[config.mk]
export PLATFORM = sky130hd
export DESIGN_NAME = lif_scheduler
export DESIGN_NICKNAME = d
export VERILOG_FILES = /design/src/rtl/lif_pkg.sv /design/src/rtl/lif_event_fifo.sv /design/src/rtl/lif_scheduler.sv
export SDC_FILE = /design/constraint.sdc
export NUM_CORES = 1
export LEC_CHECK = 0
export ABC_CLOCK_PERIOD_IN_PS = 13900
export CORE_MARGIN = 5
export CORE_UTILIZATION = 58
export CTS_BUF_LIST = sky130_fd_sc_hd__clkbuf_8 sky130_fd_sc_hd__clkbuf_16
export DETAILED_ROUTE_END_ITERATION = 8
export HOLD_SLACK_MARGIN = 0.15
export PLACE_DENSITY_LB_ADDON = 0.3
export REMOVE_ABC_BUFFERS = 1
export SYNTH_ARGS = -nofsm -noshare
export SYNTH_HDL_FRONTEND = slang
export SYNTH_SLANG_ARGS = --single-unit
export TNS_END_PERCENT = 10
[constraint.sdc]
create_clock -name clk -period 13.9 [get_ports clk]
set_input_delay 3.475 -clock clk [delete_from_list [all_inputs] [get_ports clk]]
set_output_delay 3.475 -clock clk [all_outputs]
set_load 0.01 [all_outputs]
[src/rtl/lif_pkg.sv]
// Shared types and helpers for the time-multiplexed LIF neuron scheduler.
package lif_pkg;

    typedef enum logic [1:0] {
        IDLE   = 2'd0,
        UPDATE = 2'd1,
        DONE   = 2'd2
    } lif_state_e;

    function automatic int idx_width(input int n);
        return (n <= 2) ? 1 : $clog2(n);
    endfunction

    function automatic int cnt_width(input int n);
        return (n < 1) ? 1 : $clog2(n + 1);
    endfunction

    // Unsigned add clamped to the largest w-bit value.
    function automatic logic [31:0] sat_add(input logic [31:0] a, input logic [31:0] b, input int w);
        logic [32:0] s;
        logic [32:0] lim;
        s   = {1'b0, a} + {1'b0, b};
        lim = (33'd1 << w) - 33'd1;
        return (s > lim) ? lim[31:0] : s[31:0];
    endfunction

endpackage

[src/rtl/lif_event_fifo.sv]
// Small valid/ready spike event FIFO; a push into a full FIFO is dropped
// unless a pop frees a slot in the same cycle.
module lif_event_fifo
    import lif_pkg::*;
#(
    parameter int DEPTH = 4,
    parameter int W     = 2
) (
    input  logic         clk,
    input  logic         rst_n,
    input  logic         i_en,
    input  logic         i_push,
    input  logic [W-1:0] i_data,
    input  logic         i_pop,
    output logic [W-1:0] o_data,
    output logic         o_empty,
    output logic         o_drop
);

    localparam int PW = idx_width(DEPTH);
    localparam int CW = cnt_width(DEPTH);
    localparam logic [PW-1:0] LAST_PTR = PW'(DEPTH - 1);

    logic [W-1:0]  r_mem [DEPTH];
    logic [PW-1:0] r_wr_ptr;
    logic [PW-1:0] r_rd_ptr;
    logic [CW-1:0] r_count;
    logic          w_full;
    logic          w_pop_fire;
    logic          w_push_fire;

    assign w_full      = (r_count == CW'(DEPTH));
    assign o_empty     = (r_count == '0);
    assign o_data      = r_mem[r_rd_ptr];
    assign w_pop_fire  = i_en & i_pop & ~o_empty;
    assign w_push_fire = i_en & i_push & (~w_full | w_pop_fire);
    assign o_drop      = i_en & i_push & w_full & ~w_pop_fire;

    always_ff @(posedge clk) begin
        if (w_push_fire) begin
            r_mem[r_wr_ptr] <= i_data;
        end
    end

    always_ff @(posedge clk or negedge rst_n) begin
        if (!rst_n) begin
            r_wr_ptr <= '0;
            r_rd_ptr <= '0;
            r_count  <= '0;
        end else begin
            if (w_push_fire) begin
                r_wr_ptr <= (r_wr_ptr == LAST_PTR) ? '0 : r_wr_ptr + PW'(1);
            end
            if (w_pop_fire) begin
                r_rd_ptr <= (r_rd_ptr == LAST_PTR) ? '0 : r_rd_ptr + PW'(1);
            end
            case ({w_push_fire, w_pop_fire})
                2'b10:   r_count <= r_count + CW'(1);
                2'b01:   r_count <= r_count - CW'(1);
                default: r_count <= r_count;
            endcase
        end
    end

endmodule

[src/rtl/lif_scheduler.sv]
// Shares one leaky integrate-and-fire datapath across NUM_NEURONS neurons,
// sweeping them in index order on every timestep tick.
module lif_scheduler
    import lif_pkg::*;
#(
    parameter int NUM_NEURONS = 4,
    parameter int WIDTH       = 8,
    parameter int REFRAC      = 2,
    parameter int FIFO_DEPTH  = 4,
    localparam int IDX_W      = idx_width(NUM_NEURONS)
) (
    input  logic             clk,
    input  logic             rst_n,
    input  logic             ena,
    input  logic             tick,
    input  logic [WIDTH-1:0] threshold,
    input  logic [2:0]       leak_shift,
    output logic [IDX_W-1:0] cur_idx,
    input  logic [WIDTH-1:0] cur_in,
    output logic             busy,
    output logic             done,
    output logic             ev_valid,
    input  logic             ev_ready,
    output logic [IDX_W-1:0] ev_idx,
    output logic             ev_overflow,
    output logic             tick_miss,
    input  logic [IDX_W-1:0] mon_sel,
    output logic [WIDTH-1:0] mon_state
);

    localparam int RW = cnt_width(REFRAC);
    localparam logic [IDX_W-1:0] LAST_IDX = IDX_W'(NUM_NEURONS - 1);

    lif_state_e       r_state;
    lif_state_e       w_state_next;
    logic [IDX_W-1:0] r_idx;
    logic [WIDTH-1:0] r_v      [NUM_NEURONS];
    logic [RW-1:0]    r_refrac [NUM_NEURONS];
    logic             r_tick_miss;
    logic             r_overflow;

    logic             w_update;
    logic             w_refractory;
    logic             w_fire;
    logic [WIDTH-1:0] w_v_cur;
    logic [WIDTH-1:0] w_v_leak;
    logic [WIDTH-1:0] w_sum;
    logic [RW-1:0]    w_rf_cur;
    logic             w_fifo_empty;
    logic             w_fifo_drop;

    always_ff @(posedge clk or negedge rst_n) begin
        if (!rst_n) begin
            r_state <= IDLE;
        end else if (ena) begin
            r_state <= w_state_next;
        end
    end

    always_comb begin
        w_state_next = r_state;
        case (r_state)
            IDLE:    if (tick) w_state_next = UPDATE;
            UPDATE:  if (r_idx == LAST_IDX) w_state_next = DONE;
            DONE:    w_state_next = IDLE;
            default: w_state_next = IDLE;
        endcase
    end

    always_comb begin
        busy    = (r_state == UPDATE);
        done    = (r_state == DONE);
        cur_idx = r_idx;
    end

    // A leak shift of zero means no leak, not "subtract everything".
    assign w_update     = ena & (r_state == UPDATE);
    assign w_v_cur      = r_v[r_idx];
    assign w_rf_cur     = r_refrac[r_idx];
    assign w_refractory = (w_rf_cur != '0);
    assign w_v_leak     = (leak_shift == 3'd0) ? w_v_cur : w_v_cur - (w_v_cur >> leak_shift);
    assign w_sum        = WIDTH'(sat_add(32'(w_v_leak), 32'(cur_in), WIDTH));
    assign w_fire       = w_update & ~w_refractory & (w_sum >= threshold);

    always_ff @(posedge clk or negedge rst_n) begin
        if (!rst_n) begin
            r_idx <= '0;
        end else if (w_update) begin
            r_idx <= (r_idx == LAST_IDX) ? '0 : r_idx + IDX_W'(1);
        end
    end

    always_ff @(posedge clk or negedge rst_n) begin
        if (!rst_n) begin
            for (int i = 0; i < NUM_NEURONS; i++) begin
                r_v[i]      <= '0;
                r_refrac[i] <= '0;
            end
        end else if (w_update) begin
            if (w_refractory) begin
                r_v[r_idx]      <= '0;
                r_refrac[r_idx] <= w_rf_cur - RW'(1);
            end else if (w_fire) begin
                r_v[r_idx]      <= '0;
                r_refrac[r_idx] <= RW'(REFRAC);
            end else begin
                r_v[r_idx]      <= w_sum;
            end
        end
    end

    always_ff @(posedge clk or negedge rst_n) begin
        if (!rst_n) begin
            r_tick_miss <= 1'b0;
            r_overflow  <= 1'b0;
        end else begin
            if (ena && tick && (r_state != IDLE)) begin
                r_tick_miss <= 1'b1;
            end
            if (w_fifo_drop) begin
                r_overflow <= 1'b1;
            end
        end
    end

    lif_event_fifo #(
        .DEPTH (FIFO_DEPTH),
        .W     (IDX_W)
    ) u_event_fifo (
        .clk     (clk),
        .rst_n   (rst_n),
        .i_en    (ena),
        .i_push  (w_fire),
        .i_data  (r_idx),
        .i_pop   (ev_ready),
        .o_data  (ev_idx),
        .o_empty (w_fifo_empty),
        .o_drop  (w_fifo_drop)
    );

    assign ev_valid    = ~w_fifo_empty;
    assign ev_overflow = r_overflow;
    assign tick_miss   = r_tick_miss;
    assign mon_state   = r_v[mon_sel];

endmodule
After elaboration in Yosys (flattened, before gate mapping)

Memories as Yosys holds them, arrays and structs flattened.
Cells that the tools add are included.

Bits in registers: 53
Bits in latches: 0
Bits in writable memories: 8
ROM bits: 0
Bits of input ports: 26
Output and inout bits: 17
Word-level logic and storage cells: 103
Memories kept: 1

Memory list:

| name               | words | width | read ports | clocked after Yosys merged registers in | wr ports | RTL line             | source |
|---|---|---|---|---|---|---|---|
| u_event_fifo.r_mem | 4     | 2     | 1          | 0                                       | 1        | lif_event_fifo.sv:24 | `logic [W-1:0] r_mem [DEPTH];` |

Add/sub/neg operators: 8
Multipliers: 0
Div/mod/pow operators: 0
Order comparisons: 5
Equal/unequal tests: 10
Shifts and indexed selects: 1
Muxes and demuxes: 30
Bitwise gates (word level): 21
Reductions and logical operators: 12

Operators by type and width:

| cell                  | count |
|---|---|
| $mux W8               | 9 |
| $mux W32              | 2 |
| $and A32 B32 Y32      | 1 |
| $bmux W8 S2           | 2 |
| $bwmux W32            | 1 |
| $not A32 Y32          | 1 |
| $demux W8 S2          | 1 |
| $mux W2               | 8 |
| $eq A2 B2 Y1 const B  | 5 |
| $add A8 B8 Y9         | 1 |
| $and A1 B1 Y1         | 9 |
| $gt A9 B8 Y1 const B  | 1 |
| $bwmux W8             | 1 |
| $ge A8 B8 Y1          | 1 |
| $reduce_bool A2 Y1    | 4 |
| $shr A8 B3 Y8         | 1 |
| $sub A8 B8 Y8         | 1 |
| $add A2 B1 Y2 const B | 3 |
| $ge A3 B3 Y1 const B  | 2 |
| $logic_not A3 Y1      | 2 |
| $not A2 Y3            | 2 |
| $pmux W3 S2           | 1 |
| $and A4 B4 Y4         | 1 |
| $bmux W2 S2           | 1 |
| other kinds (19)      | 26 |

Logic depth before layout (Yosys ltp)

Depth in word-level cells: 16
Mapped depth: 32
Depth with buffers taken out: 31

By module

From an unflattened synthesis, not the netlist that was laid out.

Cells, all modules: 438
Area, all modules: 4379.2 sq um

Modules (own cells, without submodules):

| module         | instances | cells each | area each (sq um) | sequential area each (sq um) |
|---|---|---|---|---|
| lif_scheduler  | 1         | 377        | 3559.7            | 1151.1 |
| lif_event_fifo | 1         | 61         | 819.5             | 415.4 |

Worst setup path before layout

Ideal clock, no wire load.

Kind: input -> register
Start: input port leak_shift[0]
End: register u_event_fifo.r_count[2]
Library setup time: 0.079 ns
Arrival: 9.118 ns
Required time: 13.821 ns
Setup slack: 4.703 ns
Stages: 26
Buffers on the path: 1
Path through: clkbuf_1 > mux4_2 > mux2i_1 > ha_1 > nor2b_1 > o21ai_0 > a21o_1 > a21boi_0 > o31ai_1 > ha_1 > a21o_1 > nor3_1 > a21oi_1 > nor2_1 > ha_1 > nand2b_1 > a2111o_1 > a311oi_4 > nor2_2 > inv_1 > ha_1 > inv_1 > fa_1 > xor2_1 > nor2_1 > xor2_1

Word-level cells in the longest chain between the ends: 12
Elaborated cells between the ends (all ways): 15
Classes of those cells: add/sub: 2; order compare: 2; eq/ne: 2; shift: 1; mux: 3; bitwise: 3; reduce/logical: 2

RTL lines:

| element                                                  | RTL line             | source |
|---|---|---|
| start: declaration                                       | lif_scheduler.sv:17  | `input logic [2:0] leak_shift,` |
| $shr A8 B3 Y8                                            | lif_scheduler.sv:81  | `assign w_v_leak = (leak_shift == 3'd0) ? w_v_cur : w_v_cur - (w_v_cur >> leak_shift);` |
| $sub A8 B8 Y8                                            | lif_scheduler.sv:81  |  |
| $mux W8 *                                                | lif_scheduler.sv:81  |  |
| $add A8 B8 Y9 *                                          | lif_pkg.sv:22        | `s = {1'b0, a} + {1'b0, b};` |
| $gt A9 B8 Y1                                             | lif_pkg.sv:24        | `return (s > lim) ? lim[31:0] : s[31:0];` |
| $mux W8 *                                                | lif_pkg.sv:24        |  |
| $ge A8 B8 Y1 *                                           | lif_scheduler.sv:83  | `assign w_fire = w_update & ~w_refractory & (w_sum >= threshold);` |
| $and A1 B1 Y1 *                                          | lif_scheduler.sv:83  |  |
| $and A1 B1 Y1 * (2 in series)                            | lif_event_fifo.sv:36 | `assign w_push_fire = i_en & i_push & (~w_full \| w_pop_fire);` |
| $eq A2 B1 Y1 / $eq A2 B2 Y1 (equally long branches)      | lif_event_fifo.sv:57 | `case ({w_push_fire, w_pop_fire})` |
| $pmux W3 S2 / $reduce_bool A2 Y1 (equally long branches) | -                    |  |
| end signal: assignment                                   | lif_event_fifo.sv:58 | `2'b10: r_count <= r_count + CW'(1);` |
| end signal: assignment                                   | lif_event_fifo.sv:59 | `2'b01: r_count <= r_count - CW'(1);` |
| end signal: assignment                                   | lif_event_fifo.sv:60 | `default: r_count <= r_count;` |
| end: declaration                                         | lif_event_fifo.sv:27 | `logic [CW-1:0] r_count;` |

Mark *: on every way between the ends. The rest lies on a longest branch, timed or not.
A chain may end at the register's enable or synchronous reset.

Final worst setup path

Ends and elaborated chain as after synthesis.

==> metrics.cfg <==
[cts]
clkLatencyLatePin_ns=0.34
cts.sinks=61
root_buffer=clkbuf_8
htree_levels=3
post_cts_buffers=0
path_clk_slew_ns=0.08
clockBufferDepth=2
cts_repair_resize_count=0
holdBufCountCts=0
cts_tree=built
cts_made_buffers=9

[logic_synthesis]
synth_edf_count=8
yosysMostFrequentCell=dfrtp_1
ys_seq_elements=61
seq_area_frac_synth=0.373
netlist_instances=414
synth_area_leaders=dfrtp_1, mux4_2, ha_1, edfxtp_1, nand2_1
synth_warnings=0
syn-cell-area_sq_um=4200
synth.largest_area_cell=dfrtp_1
synth-async-reset-ratio=0.869
yosysTopAreaCellShare=0.316
yosysUniqueCellTypes=48
ys.flop_type=dfrtp_1
syn-mean-instance-area_sq_um=10.1
synth_commonest_cells=dfrtp_1, nand2_1, inv_1

[route]
drc=0
drtPass1Iterations=5
antenna_left=0
wirelength_mm=9.37
vias_per_cell=5.88
avgRoutedWirePerCell_um=16.8
vias=3288
drtIter0Drc=185

[hold_path]
hold_class=reg2reg

[sta]
slew_violations=0
rsz0062_at_grt=false
final-hold-violation-count=0
min_period_ns=10.02
worst_slew_pin_slew_ns=0.976
fin_skew_ns=0.0155
slew_headroom=0.350
timing.final.crit_share=0.721
setup_violations=0
setup_tns_ns=0
fmaxAchievable_mhz=99.8

[finish]
multi_input_area_sq_um=2430
seqCellArea_sq_um=1570
fillCellCount=565
layout.nets=519
syn_to_final_growth_pct=16.6
diodes=0
drive_above_1_share=0.117

[die]
dieArea_sq_um=9040
core_area_sq_um=7140
start_util=0.589
die_x_um=95.1
ios=43
die_height_um=95.1
rows=31

[critical_path]
cp-start-kind=primary input
path_max_fanout=10
crit_top_cell=ha_1
critical_path.slowest_cell=clkdlybuf4s50_1
path_buf_inv=4
cp.arrival_ns=10.29
cp_data_required_time_ns=14.17
max_stage_delay_ns=0.73
cp_top_family=compound AO/OA/AOI/OAI gates
critPathCaptureType=flip-flop
critical_path_class=in2reg

[placed_design]
dp.final_hpwl_mm=6.76
gp_congestion=0.886
io_buffer_count=42

[global_route]
grt_pass1_wl_mm=15.5
antenna_found_initial=0
grt.total_usage=0.222
grt_overflow=0
grt_pass1_vias=3286
grt_max_degree=54

[flow_run]
maxCapViolCount=0

[outcome]
status=finished clean

## logic make-up (layout without fill, tap and decap cells)
family / Yosys count / after routing / synth area share
AO/OA/AOI/OAI: 104 / 104 / 0.163
XOR/XNOR: 9 / 9 / 0.0188
adder cells (fa/ha/maj): 38 / 38 / 0.119
buffers and inverters: 54 / 100 / 0.0486
flip-flops: 61 / 61 / 0.373
multiplexers: 35 / 35 / 0.148
AND/OR/NAND/NOR: 113 / 113 / 0.130
## worst register-to-register path: cells and delay by family, from the launching register on
family | cells | cell delay [ns]
AO/OA/AOI/OAI | 8 | 1.78
XOR/XNOR | 2 | 0.31
multiplexers | 3 | 1.48
AND/OR/NAND/NOR | 6 | 1.42
flip-flops | 1 | 0.99
adder cells (fa/ha/maj) | 5 | 1.48
buffers and inverters | 3 | 0.27
## placed cells by master (no fill, tap or decap), drive strengths merged, types with 8 or more instances in the layout
| cell type | n |
|---|---|
| nand2 | 49 |
| dfrtp | 53 |
| nor2 | 20 |
| a21oi | 12 |
| inv | 41 |
| clkdlybuf4s50 | 41 |
| o21ai | 39 |
| a211oi | 8 |
| o31ai | 17 |
| edfxtp | 8 |
| ha | 35 |
| mux4 | 21 |
| clkbuf | 9 |
## stage by stage
| step | utilization | instance area, sq um | worst slack [ns] | hold slack [ns] | std cells |
|---|---|---|---|---|---|
| after global routing | 0.686 | 4900 | 3.27 | 0.520 | 559 |
| after global placement | 0.659 | 4700 | 3.88 | 0.460 | 543 |
| final | 0.686 | 4900 | 3.88 | 0.481 | 559 |
| after floorplan | - | 4150 | 5.09 | 0.455 | 400 |
| after CTS | 0.686 | 4900 | 3.92 | 0.484 | 559 |
| after detailed placement | 0.659 | 4700 | 3.56 | 0.466 | 543 |
## registers in the layout (all words and copies together), names as in the netlist
| register | cells |
|---|---|
| tick_miss | 1 |
| ev_overflow | 1 |
| r_refrac | 8 |
| u_event_fifo.r_mem | 8 |
| u_event_fifo.r_rd_ptr | 2 |
| u_event_fifo.r_count | 3 |
| r_v | 32 |
| u_event_fifo.r_wr_ptr | 2 |
| r_state | 2 |
| cur_idx | 2 |
## path summary, 6_finish.rpt
path,start,endpoint,slack (ns),cells after the start
setup reg to reg,cur_idx[0],u_event_fifo.r_count[2],6.10,27
max in group asynchronous,rst_n,r_v[5],10.19,2
setup / recovery,leak_shift[0],u_event_fifo.r_count[2],3.88,27
hold reg to reg,tick_miss,tick_miss,0.48,1
hold / removal,tick_miss,tick_miss,0.48,1
min in group asynchronous,rst_n,u_event_fifo.r_count[1],3.25,2
## final cells by class
cell class | count | area share
clock inverters | 7 | 0.0151
repair buffers | 44 | 0.0879
well taps | 99 | 0.0253
multi-input cells | 299 | 0.496
flip-flops and latches | 61 | 0.320
clock buffers | 9 | 0.0253
inverters | 40 | 0.0307
## layer usage
metal  wire [um]  vias up  GRT usage
met5           0        -          0
met4          77        0     0.0685
met3         676       10     0.0458
met2        4550      106      0.361
met1        4060     1588      0.299
li1            -     1584          -
Power is left out: the tool's default activity adds up to more than one toggle a clock period on the data nets, which glitch-free logic cannot reach.
